File: config.mk
export PLATFORM = sky130hd
export DESIGN_NAME = net_tx_queue_flat
export DESIGN_NICKNAME = d
export VERILOG_FILES = /design/src/rtl/net_tx_queue_if.sv /design/src/rtl/net_tx_queue.sv /design/src/flat_wrapper.sv
export SDC_FILE = /design/constraint.sdc
export NUM_CORES = 1
export LEC_CHECK = 0
export ABC_AREA = 1
export CAP_MARGIN = 20
export CORE_ASPECT_RATIO = 0.75
export CORE_MARGIN = 2
export CORE_UTILIZATION = 53
export DETAILED_ROUTE_END_ITERATION = 7
export DONT_BUFFER_PORTS = 1
export GPL_ROUTABILITY_DRIVEN = 0
export PLACE_DENSITY = 0.77
export SLEW_MARGIN = 25
export SYNTH_ARGS = -nofsm -noshare
export SYNTH_HDL_FRONTEND = slang
export SYNTH_SLANG_ARGS = --single-unit
export TNS_END_PERCENT = 100
File: constraint.sdc
create_clock -name CLK -period 15 [get_ports CLK]
set_input_delay 3 -clock CLK [delete_from_list [all_inputs] [get_ports CLK]]
set_output_delay 3 -clock CLK [all_outputs]
set_load 0.01 [all_outputs]
File: src/rtl/net_tx_queue_if.sv
// Messenger-side capture and link-side flit signals of net_tx_queue.
// The slave modport is the queue itself; the master modport is its environment.
interface net_tx_queue_if #(
    parameter int unsigned AW = 2
);
    logic          NETSEND;
    logic          NETTYPE;
    logic [79:0]   NETMSG;
    logic [4:0]    NETSTAT;
    logic          NETRDY;
    logic          TXVALID;
    logic [15:0]   TXDATA;
    logic          TXSOP;
    logic          TXEOP;
    logic          TXREADY;
    logic [AW:0]   QLEVEL;
    logic          OVF;
    logic          OVFCLR;

    modport slave (
        input  NETSEND, NETTYPE, NETMSG, NETSTAT, TXREADY, OVFCLR,
        output NETRDY, TXVALID, TXDATA, TXSOP, TXEOP, QLEVEL, OVF
    );

    modport master (
        output NETSEND, NETTYPE, NETMSG, NETSTAT, TXREADY, OVFCLR,
        input  NETRDY, TXVALID, TXDATA, TXSOP, TXEOP, QLEVEL, OVF
    );
endinterface

File: src/rtl/net_tx_queue.sv
// Transmit message queue: FIFO plus one-entry overflow stage, serialised into framed 16-bit flits.
// Optional NET_TX_PARITY_EN appends an XOR check flit to every frame.
module net_tx_queue #(
    parameter int unsigned DEPTH = 4,
    parameter int unsigned AW    = 2
) (
    input logic          CLK,
    input logic          RESET,
    net_tx_queue_if.slave bus
);
`ifdef NET_TX_PARITY_EN
    typedef enum logic [1:0] {StIdle, StHdr, StData, StChk} state_t;
`else
    typedef enum logic [1:0] {StIdle, StHdr, StData} state_t;
`endif

    logic [85:0]   mem [DEPTH];
    logic [AW-1:0] wr_ptr_q, rd_ptr_q;
    logic [AW:0]   count_q;
    logic          stage_v_q;
    logic [85:0]   stage_q;
    logic          netrdy_q, ovf_q;
    state_t        state_q, state_d;
    logic [2:0]    k_q, k_d, k_nxt;
    logic [6:0]    base;
    logic [85:0]   out_q, out_d, head, wdata;
    logic          tx_valid_q, tx_valid_d, tx_sop_q, tx_sop_d, tx_eop_q, tx_eop_d;
    logic [15:0]   tx_data_q, tx_data_d;
    logic          full, drain, push, pop, stage_load, overflow;

    // Stage drains ahead of a new message; a message arriving alongside refills it.
    always_comb begin
        full       = (count_q == (AW + 1)'(DEPTH));
        drain      = stage_v_q && !full;
        push       = drain || (bus.NETSEND && !stage_v_q && !full);
        wdata      = drain ? stage_q : {bus.NETTYPE, bus.NETSTAT, bus.NETMSG};
        stage_load = bus.NETSEND && (drain || (!stage_v_q && full));
        overflow   = bus.NETSEND && stage_v_q && full;
    end

    always_ff @(posedge CLK) begin
        if (push) mem[wr_ptr_q] <= wdata;
    end

    always_ff @(posedge CLK or posedge RESET) begin
        if (RESET) begin
            wr_ptr_q  <= '0;
            rd_ptr_q  <= '0;
            count_q   <= '0;
            stage_v_q <= 1'b0;
            stage_q   <= '0;
            netrdy_q  <= 1'b0;
            ovf_q     <= 1'b0;
        end else begin
            if (push) wr_ptr_q <= wr_ptr_q + 1'b1;
            if (pop)  rd_ptr_q <= rd_ptr_q + 1'b1;
            if (push && !pop)      count_q <= count_q + 1'b1;
            else if (!push && pop) count_q <= count_q - 1'b1;
            if (stage_load) stage_q <= {bus.NETTYPE, bus.NETSTAT, bus.NETMSG};
            if (stage_load)   stage_v_q <= 1'b1;
            else if (drain)   stage_v_q <= 1'b0;
            netrdy_q <= push;
            if (overflow)        ovf_q <= 1'b1;
            else if (bus.OVFCLR) ovf_q <= 1'b0;
        end
    end

`ifdef NET_TX_PARITY_EN
    logic [15:0] parity;
    always_comb begin
        parity = {out_q[85:80], 10'd0} ^ out_q[15:0] ^ out_q[31:16] ^ out_q[47:32]
               ^ out_q[63:48] ^ out_q[79:64];
    end
`endif

    // Outputs are registered: each branch loads the flit to be shown in the next state.
    always_comb begin
        state_d    = state_q;
        k_d        = k_q;
        out_d      = out_q;
        tx_valid_d = tx_valid_q;
        tx_data_d  = tx_data_q;
        tx_sop_d   = tx_sop_q;
        tx_eop_d   = tx_eop_q;
        pop        = 1'b0;
        head       = mem[rd_ptr_q];
        k_nxt      = k_q + 3'd1;
        base       = {k_nxt, 4'b0000};
        unique case (state_q)
            StIdle: begin
                if (count_q != '0) begin
                    pop        = 1'b1;
                    out_d      = head;
                    k_d        = 3'd0;
                    state_d    = StHdr;
                    tx_valid_d = 1'b1;
                    tx_sop_d   = 1'b1;
                    tx_eop_d   = 1'b0;
                    tx_data_d  = {head[85:80], 10'd0};
                end
            end
            StHdr: begin
                if (bus.TXREADY) begin
                    state_d   = StData;
                    k_d       = 3'd0;
                    tx_sop_d  = 1'b0;
                    tx_data_d = out_q[15:0];
                end
            end
            StData: begin
                if (bus.TXREADY) begin
                    if (k_q == 3'd4) begin
`ifdef NET_TX_PARITY_EN
                        state_d   = StChk;
                        tx_data_d = parity;
                        tx_eop_d  = 1'b1;
`else
                        state_d    = StIdle;
                        tx_valid_d = 1'b0;
                        tx_eop_d   = 1'b0;
`endif
                    end else begin
                        k_d       = k_nxt;
                        tx_data_d = out_q[base +: 16];
`ifdef NET_TX_PARITY_EN
                        tx_eop_d  = 1'b0;
`else
                        tx_eop_d  = (k_q == 3'd3);
`endif
                    end
                end
            end
`ifdef NET_TX_PARITY_EN
            StChk: begin
                if (bus.TXREADY) begin
                    state_d    = StIdle;
                    tx_valid_d = 1'b0;
                    tx_eop_d   = 1'b0;
                end
            end
`endif
            default: state_d = StIdle;
        endcase
    end

    always_ff @(posedge CLK or posedge RESET) begin
        if (RESET) begin
            state_q    <= StIdle;
            k_q        <= '0;
            out_q      <= '0;
            tx_valid_q <= 1'b0;
            tx_data_q  <= '0;
            tx_sop_q   <= 1'b0;
            tx_eop_q   <= 1'b0;
        end else begin
            state_q    <= state_d;
            k_q        <= k_d;
            out_q      <= out_d;
            tx_valid_q <= tx_valid_d;
            tx_data_q  <= tx_data_d;
            tx_sop_q   <= tx_sop_d;
            tx_eop_q   <= tx_eop_d;
        end
    end

    assign bus.NETRDY  = netrdy_q;
    assign bus.TXVALID = tx_valid_q;
    assign bus.TXDATA  = tx_data_q;
    assign bus.TXSOP   = tx_sop_q;
    assign bus.TXEOP   = tx_eop_q;
    assign bus.QLEVEL  = count_q;
    assign bus.OVF     = ovf_q;
endmodule

File: src/flat_wrapper.sv
// flat-port wrapper written by rule: the top's interface ports become plain ports
module net_tx_queue_flat 
#(
    parameter int unsigned DEPTH = 4,
    parameter int unsigned AW    = 2
)
  (CLK, RESET, bus_NETSEND, bus_NETTYPE, bus_NETMSG, bus_NETSTAT, bus_TXREADY, bus_OVFCLR, bus_NETRDY, bus_TXVALID, bus_TXDATA, bus_TXSOP, bus_TXEOP, bus_QLEVEL, bus_OVF);
  net_tx_queue_if #(.AW(AW)) bus_i ();
  input logic CLK;
  input logic RESET;
  input wire logic [$bits(bus_i.NETSEND)-1:0] bus_NETSEND;
  input wire logic [$bits(bus_i.NETTYPE)-1:0] bus_NETTYPE;
  input wire logic [$bits(bus_i.NETMSG)-1:0] bus_NETMSG;
  input wire logic [$bits(bus_i.NETSTAT)-1:0] bus_NETSTAT;
  input wire logic [$bits(bus_i.TXREADY)-1:0] bus_TXREADY;
  input wire logic [$bits(bus_i.OVFCLR)-1:0] bus_OVFCLR;
  output wire logic [$bits(bus_i.NETRDY)-1:0] bus_NETRDY;
  output wire logic [$bits(bus_i.TXVALID)-1:0] bus_TXVALID;
  output wire logic [$bits(bus_i.TXDATA)-1:0] bus_TXDATA;
  output wire logic [$bits(bus_i.TXSOP)-1:0] bus_TXSOP;
  output wire logic [$bits(bus_i.TXEOP)-1:0] bus_TXEOP;
  output wire logic [$bits(bus_i.QLEVEL)-1:0] bus_QLEVEL;
  output wire logic [$bits(bus_i.OVF)-1:0] bus_OVF;
  assign bus_i.NETSEND = bus_NETSEND;
  assign bus_i.NETTYPE = bus_NETTYPE;
  assign bus_i.NETMSG = bus_NETMSG;
  assign bus_i.NETSTAT = bus_NETSTAT;
  assign bus_i.TXREADY = bus_TXREADY;
  assign bus_i.OVFCLR = bus_OVFCLR;
  assign bus_NETRDY = bus_i.NETRDY;
  assign bus_TXVALID = bus_i.TXVALID;
  assign bus_TXDATA = bus_i.TXDATA;
  assign bus_TXSOP = bus_i.TXSOP;
  assign bus_TXEOP = bus_i.TXEOP;
  assign bus_QLEVEL = bus_i.QLEVEL;
  assign bus_OVF = bus_i.OVF;
  net_tx_queue #(.DEPTH(DEPTH), .AW(AW)) u_core (.CLK(CLK), .RESET(RESET), .bus(bus_i));
endmodule
==> summary.md <==
| Metric | Value |
|---|---|
| Vias in the first global route | 14.1k |
| Util after Layout | 0.575 |
| # diodes | 0 |
| Die Wd | 245 um |
| Most frequent cells in the layout | nand2_1, edfxtp_1, o21ai_0 |
| Final Routed Wirelength | 49500 um |
| Drt wl/cell | 18.0 um |
| Slew Viols, Final | 0 |
| DRT iter0 DRCs | 1594 |
| Share of post-route cells with drive strength above 1 | 0.0596 |
| Reg clk slew, reported paths | 60 ps |
| First-pass detailed-route iteration total | 8 |
| CTS tree | done |
| Hold Fails Final Rpt | 0 |
| Top Usage Layer GRT | met2 |
| Yosys warning count | 0 |
| Max clock buf depth | 3 |
| Crit Path Class | input port to register |
| Most common cell after layout, fill and taps aside | nand2_1 |
| Via count | 15.2k |
| PwrDens | 244 nW/um^2 |
| FF+latch count, synth | 550 |
| Initial antenna violation count | 0 |
| Clk Latency, worst-skew pair | 580 ps |
| Setup TNS | 0 ps |
| Largest net degree at the start of global routing | 141 |
| Data arrival, critical path | 4800 ps |
| Worst-margin pin slew | 960 ps |
| Leak Pwr | 10.0 nW |
| Area grow syn2layout | 7.72% |
| Die Y | 184 um |
| FP Rows | 66 |
| Syn_area_per_cell | 10.5 um^2 |
| Worst r2r src | u_core.bus.QLEVEL[0]$_DFFE_PP0P_ |
| IO Pins | 115 |
| Full die area | 45100 um^2 |
| H-tree depth | 2 |
| First-pass GRT wire length | 78000 um |
| Setup violators final | 0 |
| Crit share post-route | 0.307 |
| Area of the mapped netlist | 23000 um^2 |
| Crit end category | register |
| Cts repair resizes | 0 |
| Met1 Track Usage GR | 0.318 |
| WP data required | 15200 ps |
| Final #Nets | 2229 |
| Max Cap Violations | 0 |
| Post-synth cell types | 35 |
| Vias per cell | 5.52 |
| TritonCTS Buffers | 50 |
| CP Max Fanout | 44 |
| HP Start | u_core.stage_q[2]$_DFFE_PP0P_ |
| Total track usage | 0.221 |
| Root Driver | clkbuf_16 |
| Initial Utilization | 0.534 |
| Fmax | 217 MHz |
| Cell count after synthesis | 2186 |
| Hold Path Class | register to register |
| Core box area | 43100 um^2 |
| Post-synthesis sequential area ratio | 0.673 |
| Hpwl dp | 30700 um |
| GR Util met2 | 0.350 |
| CTS sink count | 550 |
| Overflow after GRT | 0 |
| RSZ-0062 raised after global routing | no |
| Setup Fix Bufs, Post-CTS | 0 |
| CP Launch Type | input port |
| Crit path from | bus_NETSEND |
| Cts hold-fix bufs | 0 |
| Met3 Use GR | 0.0403 |
| Outcome | finished, violations left |
| Antenna viol nets, final | 0 |
| Final Skew | 25.4 ps |
| Slew HR | 0.360 |
| Failing checks | DRC |
| Residual DRC | 2 |
| Shortest period the worst path allows | 4600 ps |
| Reg2Reg Setup Slack | 11310 ps |
| Syn Nets | 2291 |
| Port Buffer Count | 0 |
| VDD IR-drop max | 0.117 mV |
[flip-flops by register name, indices dropped and copies added (netlist names), 2 cells and up]
signal,flops
u_core.state_q,2
u_core.rd_ptr_q,2
u_core.bus.TXDATA,16
u_core.mem,344
u_core.wr_ptr_q,2
u_core.k_q,3
u_core.stage_q,86
u_core.bus.QLEVEL,3
u_core.out_q,86
[per-layer routing]
metal,part of all wire,up-vias
met1,0.44,7380
met5,0,-
met3,0.067,83
li1,-,7208
met2,0.46,484
met4,0.025,0
[final timing paths]
path | to | cells past startpoint
min in group asynchronous | u_core.stage_q[54]$_DFFE_PP0P_ | 1
worst min register to register | u_core.stage_q[2]$_DFFE_PP0P_ | 2
worst max-delay path | u_core.mem[0][55]$_DFFE_PP_ | 5
worst max register to register | u_core.mem[0][55]$_DFFE_PP_ | 8
worst min-delay path | u_core.stage_q[2]$_DFFE_PP0P_ | 2
max in group asynchronous | u_core.out_q[38]$_DFFE_PP0P_ | 2
[where the power goes]
part	internal [mW]	total [mW]	switching, mW
sequential	2.43	2.69	0.252
clock	0.729	1.27	0.545
combinational	0.567	2.10	1.53
[metrics by stage]
step / instances / power, mW / cell area (um^2) / hold WS [ps] / setup WS [ps]
2_1_floorplan: 2186 / 4.29 / 23000 / 453 / 6380
3_3_place_gp: 2650 / 4.69 / 23100 / 467 / 9840
3_5_place_dp: 2650 / 4.80 / 23100 / 473 / 9810
4_1_cts: 2744 / 6.08 / 24800 / 489 / 10420
5_1_grt: 2744 / 6.47 / 24800 / 506 / 10290
6_report: 2744 / 6.06 / 24800 / 484 / 10400
[area by class of cell]
type                    count  area [um^2]
clock buffers              69         1410
clock inverters            25          240
fillers                  3513        18300
inverters                 191          738
multi-input cells        1313         6040
flip-flops and latches    550        15500
well taps                 578          723
repair buffers             18          135
[cells in the mapped netlist]
library cell	instances	area, um^2
clkbuf_2	10	50.1
dfrtp_1	206	5150
nand3_2	1	10.0
a21oi_1	14	70.1
nand2_1	516	1940
o21ai_2	5	43.8
inv_4	2	12.5
xor2_1	3	26.3
buf_8	7	105
nor2_4	3	33.8
buf_6	13	146
a31o_2	1	8.76
o22ai_1	71	444
buf_12	1	20.0
edfxtp_1	344	10300
clkbuf_1	51	191
or2_2	1	6.26
ha_1	13	163
nor2_8	1	20.0
o21ai_1	80	400
buf_1	3	11.3
a31oi_1	10	62.6
buf_4	20	150
nand3_1	48	240
o211ai_1	1	7.51
o21ai_0	342	1710
nor2_2	2	12.5
a21oi_4	1	16.3
inv_2	6	22.5
nor2_1	197	739
inv_1	183	687
mux2_2	1	11.3
buf_2	27	135
fa_1	1	20.0
xnor2_1	1	8.76
[worst max-delay path, cell delays in order]
cell and delay [ps]:
a31o_2 210, inv_1 190, nor2_4 120, buf_4 540
buf_4 630
[kinds of logic after synthesis]
logic type / count (synthesis) / synth area share
flops: 550 / 0.673
mux: 1 / 0.000489
fa+ha+maj: 14 / 0.00794
buf+inv: 323 / 0.0666
xor+xnor: 4 / 0.00152
simple gates: 769 / 0.130
compound gates: 525 / 0.120
Power figures use the tool's default switching activity.
